**src/rtl/pipe_stage_chain_pkg.sv**
```systemverilog
// Shared CPU pipeline definitions: default payload/depth constants, the stage
// index type and the per-slot control bundle.
package pipe_stage_chain_pkg;

    localparam int PSC_WIDTH = 32;
    localparam int PSC_DEPTH = 4;
    localparam int PSC_CNT_W = 16;

    typedef logic [$clog2(PSC_DEPTH)-1:0] stage_idx_t;

    typedef struct packed {
        logic flush;
        logic accept;
        logic load;
    } slot_ctrl_t;

endpackage

```
**src/rtl/pipe_stage_chain_if.sv**
```systemverilog
// Handshake, hazard-control and stage-tap bundle of the pipeline backbone.
interface pipe_stage_chain_if
    import pipe_stage_chain_pkg::*;
#(
    parameter int WIDTH = PSC_WIDTH,
    parameter int DEPTH = PSC_DEPTH,
    parameter int CNT_W = PSC_CNT_W
);

    logic                       in_valid_i;
    logic [WIDTH-1:0]           in_data_i;
    logic                       in_ready_o;
    logic                       out_valid_o;
    logic [WIDTH-1:0]           out_data_o;
    logic                       out_ready_i;
    logic [DEPTH-1:0]           stall_i;
    logic [DEPTH-1:0]           flush_i;
    logic [DEPTH-1:0]           stage_valid_o;
    logic [DEPTH*WIDTH-1:0]     stage_data_o;
    logic [$clog2(DEPTH+1)-1:0] occupancy_o;
    logic [CNT_W-1:0]           squash_cnt_o;

    modport slave (
        input  in_valid_i, in_data_i, out_ready_i, stall_i, flush_i,
        output in_ready_o, out_valid_o, out_data_o, stage_valid_o,
               stage_data_o, occupancy_o, squash_cnt_o
    );

    modport master (
        output in_valid_i, in_data_i, out_ready_i, stall_i, flush_i,
        input  in_ready_o, out_valid_o, out_data_o, stage_valid_o,
               stage_data_o, occupancy_o, squash_cnt_o
    );

endinterface

```
**src/rtl/pipe_stage_slot.sv**
```systemverilog
// One pipeline stage: valid bit plus payload register with flush, load and hold.
module pipe_stage_slot
    import pipe_stage_chain_pkg::*;
#(
    parameter int WIDTH = PSC_WIDTH
) (
    input  logic             clk_i,
    input  logic             rst_i,
    input  slot_ctrl_t       ctrl_i,
    input  logic [WIDTH-1:0] data_i,
    output logic             valid_o,
    output logic             valid_d_o,
    output logic [WIDTH-1:0] data_o
);

    logic             valid_d;
    logic             valid_q;
    logic [WIDTH-1:0] data_d;
    logic [WIDTH-1:0] data_q;

    // Next state: flush empties the slot, an accepting slot takes whatever moves in.
    always_comb begin
        valid_d = valid_q;
        data_d  = data_q;
        if (ctrl_i.flush) begin
            valid_d = 1'b0;
        end else if (ctrl_i.accept) begin
            valid_d = ctrl_i.load;
        end else begin
            valid_d = valid_q;
        end
        if (ctrl_i.load && !ctrl_i.flush) begin
            data_d = data_i;
        end else begin
            data_d = data_q;
        end
    end

    // Stage registers.
    always_ff @(posedge clk_i or posedge rst_i) begin
        if (rst_i) begin
            valid_q <= 1'b0;
            data_q  <= '0;
        end else begin
            valid_q <= valid_d;
            data_q  <= data_d;
        end
    end

    assign valid_o   = valid_q;
    assign valid_d_o = valid_d;
    assign data_o    = data_q;

endmodule

```
**src/rtl/pipe_stage_chain.sv**
```systemverilog
// Pipeline backbone: DEPTH slots joined by a combinational accept/move chain,
// with per-stage stall/flush, occupancy and a saturating squash counter.
module pipe_stage_chain
    import pipe_stage_chain_pkg::*;
#(
    parameter int WIDTH = PSC_WIDTH,
    parameter int DEPTH = PSC_DEPTH,
    parameter int CNT_W = PSC_CNT_W
) (
    input logic               clk_i,
    input logic               rst_i,
    pipe_stage_chain_if.slave chain_if
);

    localparam int              OCC_W   = $clog2(DEPTH + 1);
    localparam int              SUM_W   = CNT_W + OCC_W;
    localparam logic [CNT_W-1:0] CNT_MAX = {CNT_W{1'b1}};

    // move_s[k] is the transfer into stage k, so move_s[0] is the producer handoff.
    logic [DEPTH:0]   accept_s;
    logic [DEPTH:0]   move_s;
    logic [DEPTH-1:0] valid_s;
    logic [DEPTH-1:0] valid_d;
    logic [WIDTH-1:0] data_s [DEPTH];
    logic [OCC_W-1:0] occ_d;
    logic [OCC_W-1:0] occ_q;
    logic [CNT_W-1:0] squash_d;
    logic [CNT_W-1:0] squash_q;
    logic [SUM_W-1:0] squash_inc_s;
    logic [SUM_W-1:0] squash_sum_s;

    // Accept ripples back from the consumer; a flushed or stalled full stage blocks it.
    always_comb begin
        logic [DEPTH:0] acc;
        logic [DEPTH:0] mv;
        acc        = '0;
        mv         = '0;
        acc[DEPTH] = chain_if.out_ready_i;
        for (int k = DEPTH - 1; k >= 0; k--) begin
            mv[k+1] = valid_s[k] & ~chain_if.stall_i[k] & ~chain_if.flush_i[k] & acc[k+1];
            acc[k]  = ~valid_s[k] | mv[k+1];
        end
        mv[0]    = chain_if.in_valid_i & acc[0];
        accept_s = acc;
        move_s   = mv;
    end

    for (genvar k = 0; k < DEPTH; k++) begin : g_stage
        slot_ctrl_t       ctrl_s;
        logic [WIDTH-1:0] din_s;

        assign ctrl_s = '{flush: chain_if.flush_i[k], accept: accept_s[k], load: move_s[k]};

        if (k == 0) begin : g_head
            assign din_s = chain_if.in_data_i;
        end else begin : g_body
            assign din_s = data_s[k-1];
        end

        pipe_stage_slot #(.WIDTH(WIDTH)) u_slot (
            .clk_i     (clk_i),
            .rst_i     (rst_i),
            .ctrl_i    (ctrl_s),
            .data_i    (din_s),
            .valid_o   (valid_s[k]),
            .valid_d_o (valid_d[k]),
            .data_o    (data_s[k])
        );

        assign chain_if.stage_data_o[k*WIDTH +: WIDTH] = data_s[k];
    end

    // Occupancy follows next-state valids; squash counts flushed residents and flushed arrivals.
    always_comb begin
        occ_d        = '0;
        squash_inc_s = '0;
        squash_sum_s = '0;
        for (int k = 0; k < DEPTH; k++) begin
            occ_d        = occ_d + OCC_W'(valid_d[k]);
            squash_inc_s = squash_inc_s
                         + SUM_W'(chain_if.flush_i[k] & valid_s[k])
                         + SUM_W'(chain_if.flush_i[k] & move_s[k]);
        end
        squash_sum_s = SUM_W'(squash_q) + squash_inc_s;
        if (squash_sum_s > SUM_W'(CNT_MAX)) begin
            squash_d = CNT_MAX;
        end else begin
            squash_d = squash_sum_s[CNT_W-1:0];
        end
    end

    // Status registers.
    always_ff @(posedge clk_i or posedge rst_i) begin
        if (rst_i) begin
            occ_q    <= '0;
            squash_q <= '0;
        end else begin
            occ_q    <= occ_d;
            squash_q <= squash_d;
        end
    end

    assign chain_if.in_ready_o    = accept_s[0];
    assign chain_if.out_valid_o   = valid_s[DEPTH-1] & ~chain_if.stall_i[DEPTH-1]
                                  & ~chain_if.flush_i[DEPTH-1];
    assign chain_if.out_data_o    = data_s[DEPTH-1];
    assign chain_if.stage_valid_o = valid_s;
    assign chain_if.occupancy_o   = occ_q;
    assign chain_if.squash_cnt_o  = squash_q;

endmodule

```
**src/flat_wrapper.sv**
```systemverilog
// flat-port wrapper written by rule: the top's interface ports become plain ports
module pipe_stage_chain_flat import pipe_stage_chain_pkg::*;
#(
    parameter int WIDTH = PSC_WIDTH,
    parameter int DEPTH = PSC_DEPTH,
    parameter int CNT_W = PSC_CNT_W
)
  (clk_i, rst_i, chain_if_in_valid_i, chain_if_in_data_i, chain_if_out_ready_i, chain_if_stall_i, chain_if_flush_i, chain_if_in_ready_o, chain_if_out_valid_o, chain_if_out_data_o, chain_if_stage_valid_o, chain_if_stage_data_o, chain_if_occupancy_o, chain_if_squash_cnt_o);
  pipe_stage_chain_if #(.WIDTH(WIDTH), .DEPTH(DEPTH), .CNT_W(CNT_W)) chain_if_i ();
  input logic clk_i;
  input logic rst_i;
  input wire logic [$bits(chain_if_i.in_valid_i)-1:0] chain_if_in_valid_i;
  input wire logic [$bits(chain_if_i.in_data_i)-1:0] chain_if_in_data_i;
  input wire logic [$bits(chain_if_i.out_ready_i)-1:0] chain_if_out_ready_i;
  input wire logic [$bits(chain_if_i.stall_i)-1:0] chain_if_stall_i;
  input wire logic [$bits(chain_if_i.flush_i)-1:0] chain_if_flush_i;
  output wire logic [$bits(chain_if_i.in_ready_o)-1:0] chain_if_in_ready_o;
  output wire logic [$bits(chain_if_i.out_valid_o)-1:0] chain_if_out_valid_o;
  output wire logic [$bits(chain_if_i.out_data_o)-1:0] chain_if_out_data_o;
  output wire logic [$bits(chain_if_i.stage_valid_o)-1:0] chain_if_stage_valid_o;
  output wire logic [$bits(chain_if_i.stage_data_o)-1:0] chain_if_stage_data_o;
  output wire logic [$bits(chain_if_i.occupancy_o)-1:0] chain_if_occupancy_o;
  output wire logic [$bits(chain_if_i.squash_cnt_o)-1:0] chain_if_squash_cnt_o;
  assign chain_if_i.in_valid_i = chain_if_in_valid_i;
  assign chain_if_i.in_data_i = chain_if_in_data_i;
  assign chain_if_i.out_ready_i = chain_if_out_ready_i;
  assign chain_if_i.stall_i = chain_if_stall_i;
  assign chain_if_i.flush_i = chain_if_flush_i;
  assign chain_if_in_ready_o = chain_if_i.in_ready_o;
  assign chain_if_out_valid_o = chain_if_i.out_valid_o;
  assign chain_if_out_data_o = chain_if_i.out_data_o;
  assign chain_if_stage_valid_o = chain_if_i.stage_valid_o;
  assign chain_if_stage_data_o = chain_if_i.stage_data_o;
  assign chain_if_occupancy_o = chain_if_i.occupancy_o;
  assign chain_if_squash_cnt_o = chain_if_i.squash_cnt_o;
  pipe_stage_chain #(.WIDTH(WIDTH), .DEPTH(DEPTH), .CNT_W(CNT_W)) u_core (.clk_i(clk_i), .rst_i(rst_i), .chain_if(chain_if_i));
endmodule
```
**config.mk**
```make
export PLATFORM = sky130hd
export DESIGN_NAME = pipe_stage_chain_flat
export DESIGN_NICKNAME = d
export VERILOG_FILES = /design/src/rtl/pipe_stage_chain_pkg.sv /design/src/rtl/pipe_stage_chain_if.sv /design/src/rtl/pipe_stage_slot.sv /design/src/rtl/pipe_stage_chain.sv /design/src/flat_wrapper.sv
export SDC_FILE = /design/constraint.sdc
export NUM_CORES = 1
export LEC_CHECK = 0
export CAP_MARGIN = 20
export CORE_MARGIN = 10
export CORE_UTILIZATION = 40
export DETAILED_ROUTE_END_ITERATION = 10
export DONT_BUFFER_PORTS = 1
export PLACE_DENSITY = 0.54
export SLEW_MARGIN = 20
export SYNTH_ARGS = -nofsm -noshare
export SYNTH_HDL_FRONTEND = slang
export SYNTH_SLANG_ARGS = --single-unit
```
**constraint.sdc**
```tcl
create_clock -name clk_i -period 5.4 [get_ports clk_i]
set_input_delay 0.54 -clock clk_i [delete_from_list [all_inputs] [get_ports clk_i]]
set_output_delay 0.54 -clock clk_i [all_outputs]
set_load 0.05 [all_outputs]
```
## After elaboration in Yosys (flattened, before gate mapping)

Cells that the tools add are included.
Widths: inputs -> output; s select.

| word-level totals | value |
|---|---|
| register bits after elaboration | 151 |
| bits in latches | 0 |
| bits in writable memories | 0 |
| ROM bits | 0 |
| memories | 0 |

| operators by class | value |
|---|---|
| add/subtract/negate cells | 11 |
| multipliers | 0 |
| div/mod/pow operators | 0 |
| order comparisons | 1 |
| equality and inequality tests | 0 |
| shift-type cells | 0 |
| multiplexer cells | 9 |
| bitwise gates (word level) | 37 |
| reductions and logical operators | 8 |

Operators by type and width:

| operator | number |
|---|---|
| $add 19x19->19 | 7 |
| $and 1x1->1 | 21 |
| $add 16x19->19 | 1 |
| $gt 19x16->1 const B | 1 |
| $mux 16 | 1 |
| $not 1->1 | 12 |
| $mux 1 | 8 |
| $add 3x1->3 | 2 |
| $logic_and 1x1->1 | 4 |
| $logic_not 1->1 | 4 |
| $or 1x1->1 | 4 |
| $add 1x1->2 | 1 |

## Depth between registers and ports, before layout

| logic depth | value |
|---|---|
| depth in word-level cells | 23 |
| gate-level depth with buffers | 13 |

## By module

A second synthesis with hierarchy kept.

| unflattened totals | value |
|---|---|
| cell total of the unflattened synthesis | 466 |
| area, all modules | 7236.9 µm² |

Modules (own cells, without submodules):

| module | instances | cells an instance | area an instance (µm²) |
|---|---|---|---|
| pipe_stage_slot | 4 | 73 | 1401.3 |
| pipe_stage_chain | 1 | 174 | 1631.6 |

## Least setup slack after synthesis

OpenSTA, ideal clock, no wires.

| timing path | value |
|---|---|
| path type | input port to flip-flop |
| from | in chain_if_flush_i[0] |
| to | reg u_core.squash_q[10] (netlist: u_core.chain_if.squash_cnt_o[10]) |
| library setup time | 0.070 ns |
| data arrival time | 3.807 ns |
| data required time | 5.330 ns |
| slack | 1.524 ns |
| stages | 12 |
| path buffers | 0 |
| path through | nand3b_1 > fa_1 > fa_1 > inv_1 > fa_1 > fa_1 > inv_1 > fa_1 > nand2b_1 > a21o_1 > or4_1 > nand3_1 |

| between the ends | value |
|---|---|
| word-level cells in the longest chain between the ends | 16 |
| elaborated cells between the ends (all ways) | 18 |

Ends and longest elaborated chain:

| element | RTL line | RTL |
|---|---|---|
| from (decl) | flat_wrapper.sv:16 | `input wire logic [$bits(chain_if_i.flush_i)-1:0] chain_if_flush_i;` |
| $not 1->1 | pipe_stage_chain.sv:40 | `mv[k+1] = valid_s[k] & ~chain_if.stall_i[k] & ~chain_if.flush_i[k] & acc[k+1];` |
| $and 1x1->1 (2 in a row) | pipe_stage_chain.sv:40 |  |
| $or 1x1->1 | pipe_stage_chain.sv:41 | `acc[k] = ~valid_s[k] \| mv[k+1];` |
| $and 1x1->1 | pipe_stage_chain.sv:43 | `mv[0] = chain_if.in_valid_i & acc[0];` |
| $and 1x1->1 | pipe_stage_chain.sv:82 | `+ SUM_W'(chain_if.flush_i[k] & move_s[k]);` |
| $add 19x19->19 | pipe_stage_chain.sv:82 |  |
| $add 19x19->19 | pipe_stage_chain.sv:81 | `+ SUM_W'(chain_if.flush_i[k] & valid_s[k])` |
| $add 19x19->19 * | pipe_stage_chain.sv:82 |  |
| $add 19x19->19 * | pipe_stage_chain.sv:81 |  |
| $add 19x19->19 * | pipe_stage_chain.sv:82 |  |
| $add 19x19->19 * | pipe_stage_chain.sv:81 |  |
| $add 19x19->19 * | pipe_stage_chain.sv:82 |  |
| $add 16x19->19 * | pipe_stage_chain.sv:84 | `squash_sum_s = SUM_W'(squash_q) + squash_inc_s;` |
| $gt 19x16->1 | pipe_stage_chain.sv:85 | `if (squash_sum_s > SUM_W'(CNT_MAX)) begin` |
| $mux 16 * | pipe_stage_chain.sv:85 |  |
| via u_core.squash_d[10] | pipe_stage_chain.sv:27 | `logic [CNT_W-1:0] squash_d;` |
| to (signal assigned) | pipe_stage_chain.sv:99 | `squash_q <= squash_d;` |
| to (decl) | pipe_stage_chain.sv:28 | `logic [CNT_W-1:0] squash_q;` |

The timed path passes the listed nets; every way through them passes the cells marked *.
A chain may end at the register's enable or synchronous reset.

## Worst setup path after layout

| timing path | value |
|---|---|
| from | reg u_core.g_stage[0].u_slot.valid_q |
| to | reg u_core.squash_q[13] (netlist: u_core.chain_if.squash_cnt_o[13]) |

| between the ends | value |
|---|---|
| word-level cells in the longest chain between the ends | 16 |
| elaborated cells between the ends (all ways) | 19 |

Ends and longest elaborated chain:

| element | RTL line | RTL |
|---|---|---|
| from (decl) | pipe_stage_slot.sv:17 | `logic valid_q;` |
| from (signal assigned) | pipe_stage_slot.sv:45 | `valid_q <= valid_d;` |
| $and 1x1->1 (3 in a row) | pipe_stage_chain.sv:40 |  |
| $or 1x1->1 | pipe_stage_chain.sv:41 |  |
| $and 1x1->1 | pipe_stage_chain.sv:43 |  |
| $and 1x1->1 | pipe_stage_chain.sv:82 |  |
| $add 19x19->19 | pipe_stage_chain.sv:82 |  |
| $add 19x19->19 | pipe_stage_chain.sv:81 |  |
| $add 19x19->19 * | pipe_stage_chain.sv:82 |  |
| $add 19x19->19 * | pipe_stage_chain.sv:81 |  |
| $add 19x19->19 * | pipe_stage_chain.sv:82 |  |
| $add 19x19->19 * | pipe_stage_chain.sv:81 |  |
| $add 19x19->19 * | pipe_stage_chain.sv:82 |  |
| $add 16x19->19 * | pipe_stage_chain.sv:84 |  |
| $gt 19x16->1 | pipe_stage_chain.sv:85 |  |
| $mux 16 * | pipe_stage_chain.sv:85 |  |
| via u_core.squash_d[13] | pipe_stage_chain.sv:27 |  |

Marked as above.

==> flow_metrics.py <==
metrics = {
    "setup_path": {
        "startpoint_type": "register",
        "critPathLaunch": "u_core.g_stage[0].u_slot.valid_o",
        "end_kind": "register",
        "path_class": "reg -> reg",
        "r2r_start": "u_core.g_stage[0].u_slot.valid_o",
        "cp_data_arrival_time_ns": 4.81,
        "crit_required_ns": 5.73,
        "crit_fanout": 13,
    },
    "detailed_routing": {
        "drcViolationCount": 0,
        "wl_per_cell_um": 22.8,
        "viasPerCell": 5.32,
        "drt-total-wl_um": 15100,
        "initialDrtViolationCount": 140,
        "firstDrtPassIters": 4,
        "via_count": 3524,
        "ant_nets": 0,
    },
    "logic_synthesis": {
        "synthArstFlopShare": 1.00,
        "ys_types": 47,
        "synth_nets": 519,
        "yosysWarnings": 0,
        "ys_seq_elements": 151,
        "syn-cell-area_sq_um": 6510,
        "avgSynthCellArea_sq_um": 14.1,
        "yosysSeqAreaShare": 0.580,
        "synth_edf_count": 0,
        "ys.flop_type": "dfrtp_1",
        "netlist_instances": 461,
    },
    "placed_design": {
        "dpl_worst_slack_ns": 0.909,
        "gp_congestion": 0.760,
        "hpwlAfterDp_um": 11100,
        "io_buffers": 0,
    },
    "cells_and_area": {
        "syn_to_final_growth_pct": 9.13,
        "multi_input_area_sq_um": 2360,
        "seq_area_sq_um": 3780,
        "nNetsFinal": 493,
        "num_antenna_cells": 0,
        "drive_gt1_frac": 0.405,
        "final_core_util": 0.446,
        "nFillCells": 1473,
    },
    "sta": {
        "fin_crit_sh": 0.829,
        "rsz0062_at_grt": "no",
        "max_slew_margin": 0.343,
        "setup_viol": 0,
        "hold_violations": 0,
        "fin_skew_ns": 0.00942,
        "fin_crit_ns": 4.48,
        "layout_setup_ws_ns": 0.924,
        "slew_violations": 0,
        "hold-worst-slack_ns": 0.200,
        "worst_slew_pin_slew_ns": 0.984,
        "fin_setup_tns_ns": 0,
        "fmax_mhz": 223,
    },
    "power": {
        "switching_share": 0.404,
        "internal_power_mw": 2.20,
        "ir_drop_v": 0.000211,
        "p_sw_mw": 1.49,
        "p_per_area_nw_per_um2": 519,
        "combPwrFrac": 0.084,
        "p_leak_nw": 3.28,
        "seqPwrFrac": 0.588,
        "clock_power_share": 0.328,
    },
    "floorplanning": {
        "die_area_sq_um": 21800,
        "rows": 46,
        "die_w_um": 148,
        "initial_core_util": 0.408,
        "die_h_um": 148,
        "coreArea_sq_um": 15900,
        "io_pins": 229,
    },
    "worst_hold_path": {
        "hold_path_class": "in -> async",
    },
    "grt": {
        "grt_max_degree": 104,
        "use_met3": 0.0723,
        "antenna_found_initial": 0,
        "grt.total_usage": 0.141,
        "grt.overflow.total": 0,
        "grt_pass1_vias": 3809,
        "busiest_layer": "met2",
        "use_met2": 0.221,
        "grt_pass1_wl_um": 23900,
        "use_met1": 0.162,
    },
    "clock_network": {
        "htreeDepth": 4,
        "clkTransAtPathRegs_ns": 0.06,
        "cts_tree": "yes",
        "cts_max_path_buffers": 2,
        "ctsRootBufferMaster": "clkbuf_16",
        "numCtsBuffers": 17,
        "cts.sinks": 151,
        "clock_latency_ns": 0.42,
        "holdBufCountCts": 0,
        "post_cts_buffers": 0,
        "post_cts_resized": 0,
    },
    "flow_run": {
        "maxCapViolCount": 0,
    },
    "run_status": {
        "status": "finished, final reports clean",
    },
}
## worst max-delay path: stages, from the launching register on
cell and delay, ns:
dfrtp_1 0.60, nand3b_1 0.30, fa_1 0.51, fa_1 0.52, inv_1 0.05, fa_1 0.56
fa_1 0.23, inv_1 0.06, fa_1 0.39, nand2b_1 0.20, a21oi_1 0.31, nand3_1 0.44
o211ai_1 0.23
## metal layers
metal / vias to the layer above / wire (um) / share of wire
li1: 1547 / - / -
met1: 1804 / 6000 / 0.40
met2: 160 / 7160 / 0.47
met3: 13 / 1800 / 0.12
met4: 0 / 179 / 0.012
met5: - / 0 / 0
## power by group through the flow
stage,registers (mW),clock network (mW),logic (mW)
after floorplan,2.10,0,0.275
after CTS,2.18,1.24,0.315
final,2.17,1.21,0.308
after global placement,2.20,0,0.301
after global routing,2.21,1.29,0.358
after detailed placement,2.21,0,0.312
## cells in the mapped netlist (all sizes together), types with 3 or more instances
| cell type | count | area (sq um) |
|---|---|---|
| ha | 8 | 100 |
| dfrtp | 151 | 3780 |
| nor2 | 9 | 33.8 |
| fa | 6 | 120 |
| inv | 12 | 45.0 |
| a21oi | 7 | 35.0 |
| nand3 | 9 | 45.0 |
| nor3b | 6 | 45.0 |
| nor3 | 4 | 20.0 |
| or4 | 3 | 22.5 |
| or3b | 3 | 26.3 |
| o211ai | 3 | 22.5 |
| and2 | 3 | 20.0 |
| o21ai | 8 | 43.8 |
| nand2 | 14 | 52.6 |
| and4 | 3 | 26.3 |
| nand2b | 3 | 18.8 |
| buf | 47 | 343 |
| a211oi | 3 | 22.5 |
| o31ai | 4 | 30.0 |
| clkbuf | 4 | 15.0 |
| mux2 | 130 | 1470 |
## kinds of logic after synthesis
family,synth area share
compound gates,0.0394
buf+inv,0.0619
xor+xnor,0.00269
fa+ha+maj,0.0338
flops,0.580
mux,0.225
simple gates,0.0567
## state kept, by name (all words and copies together) (netlist names)
name / cells
u_core.chain_if.occupancy_o: 3
u_core.g_stage.u_slot.data_o: 128
u_core.chain_if.squash_cnt_o: 16
u_core.g_stage.u_slot.valid_o: 4
## layout by cell type (no fill, tap or decap), types with 4 or more instances in the layout
master / synthesis / layout
nor3b_1: 6 / 4
ha_1: 8 / 8
o21ai_0: 7 / 7
a21oi_1: 7 / 7
nand3_1: 9 / 9
inv_6: 0 / 4
inv_1: 12 / 11
buf_4: 37 / 6
fa_1: 6 / 6
mux2_2: 129 / 129
clkbuf_16: 0 / 17
o31ai_1: 4 / 4
nand2_1: 14 / 13
dfrtp_1: 151 / 151
nor2_1: 9 / 9
## path summary, 6_finish.rpt
| kind | to | slack (ns) | cells after the start |
|---|---|---|---|
| max | u_core.chain_if.squash_cnt_o[13] | 0.92 | 12 |
| min | u_core.g_stage[0].u_slot.data_o[25] | 0.20 | 1 |
| max reg2reg | u_core.chain_if.squash_cnt_o[13] | 0.92 | 12 |
| min reg2reg | u_core.g_stage[3].u_slot.valid_o | 0.86 | 3 |
| max in group asynchronous | u_core.g_stage[2].u_slot.data_o[20] | 4.03 | 2 |
| min in group clk_i | u_core.g_stage[1].u_slot.valid_o | 0.20 | 1 |
## area by class of cell
type / instances / share of cell area
clock buffer: 17 / 0.0599
timing repair buffer: 6 / 0.00634
clock inverter: 14 / 0.0245
sequential: 151 / 0.532
inverter: 12 / 0.00704
tap: 216 / 0.0380
multi-input combinational: 247 / 0.333
## stage by stage
step / instances / instance area (sq um) / power [mW]
after floorplan: 461 / 6510 / 2.37
after global placement: 632 / 6510 / 2.50
after detailed placement: 632 / 6510 / 2.52
after CTS: 663 / 7110 / 3.74
after global routing: 663 / 7110 / 3.86
final: 663 / 7110 / 3.69
Power figures use the tool's default switching activity.
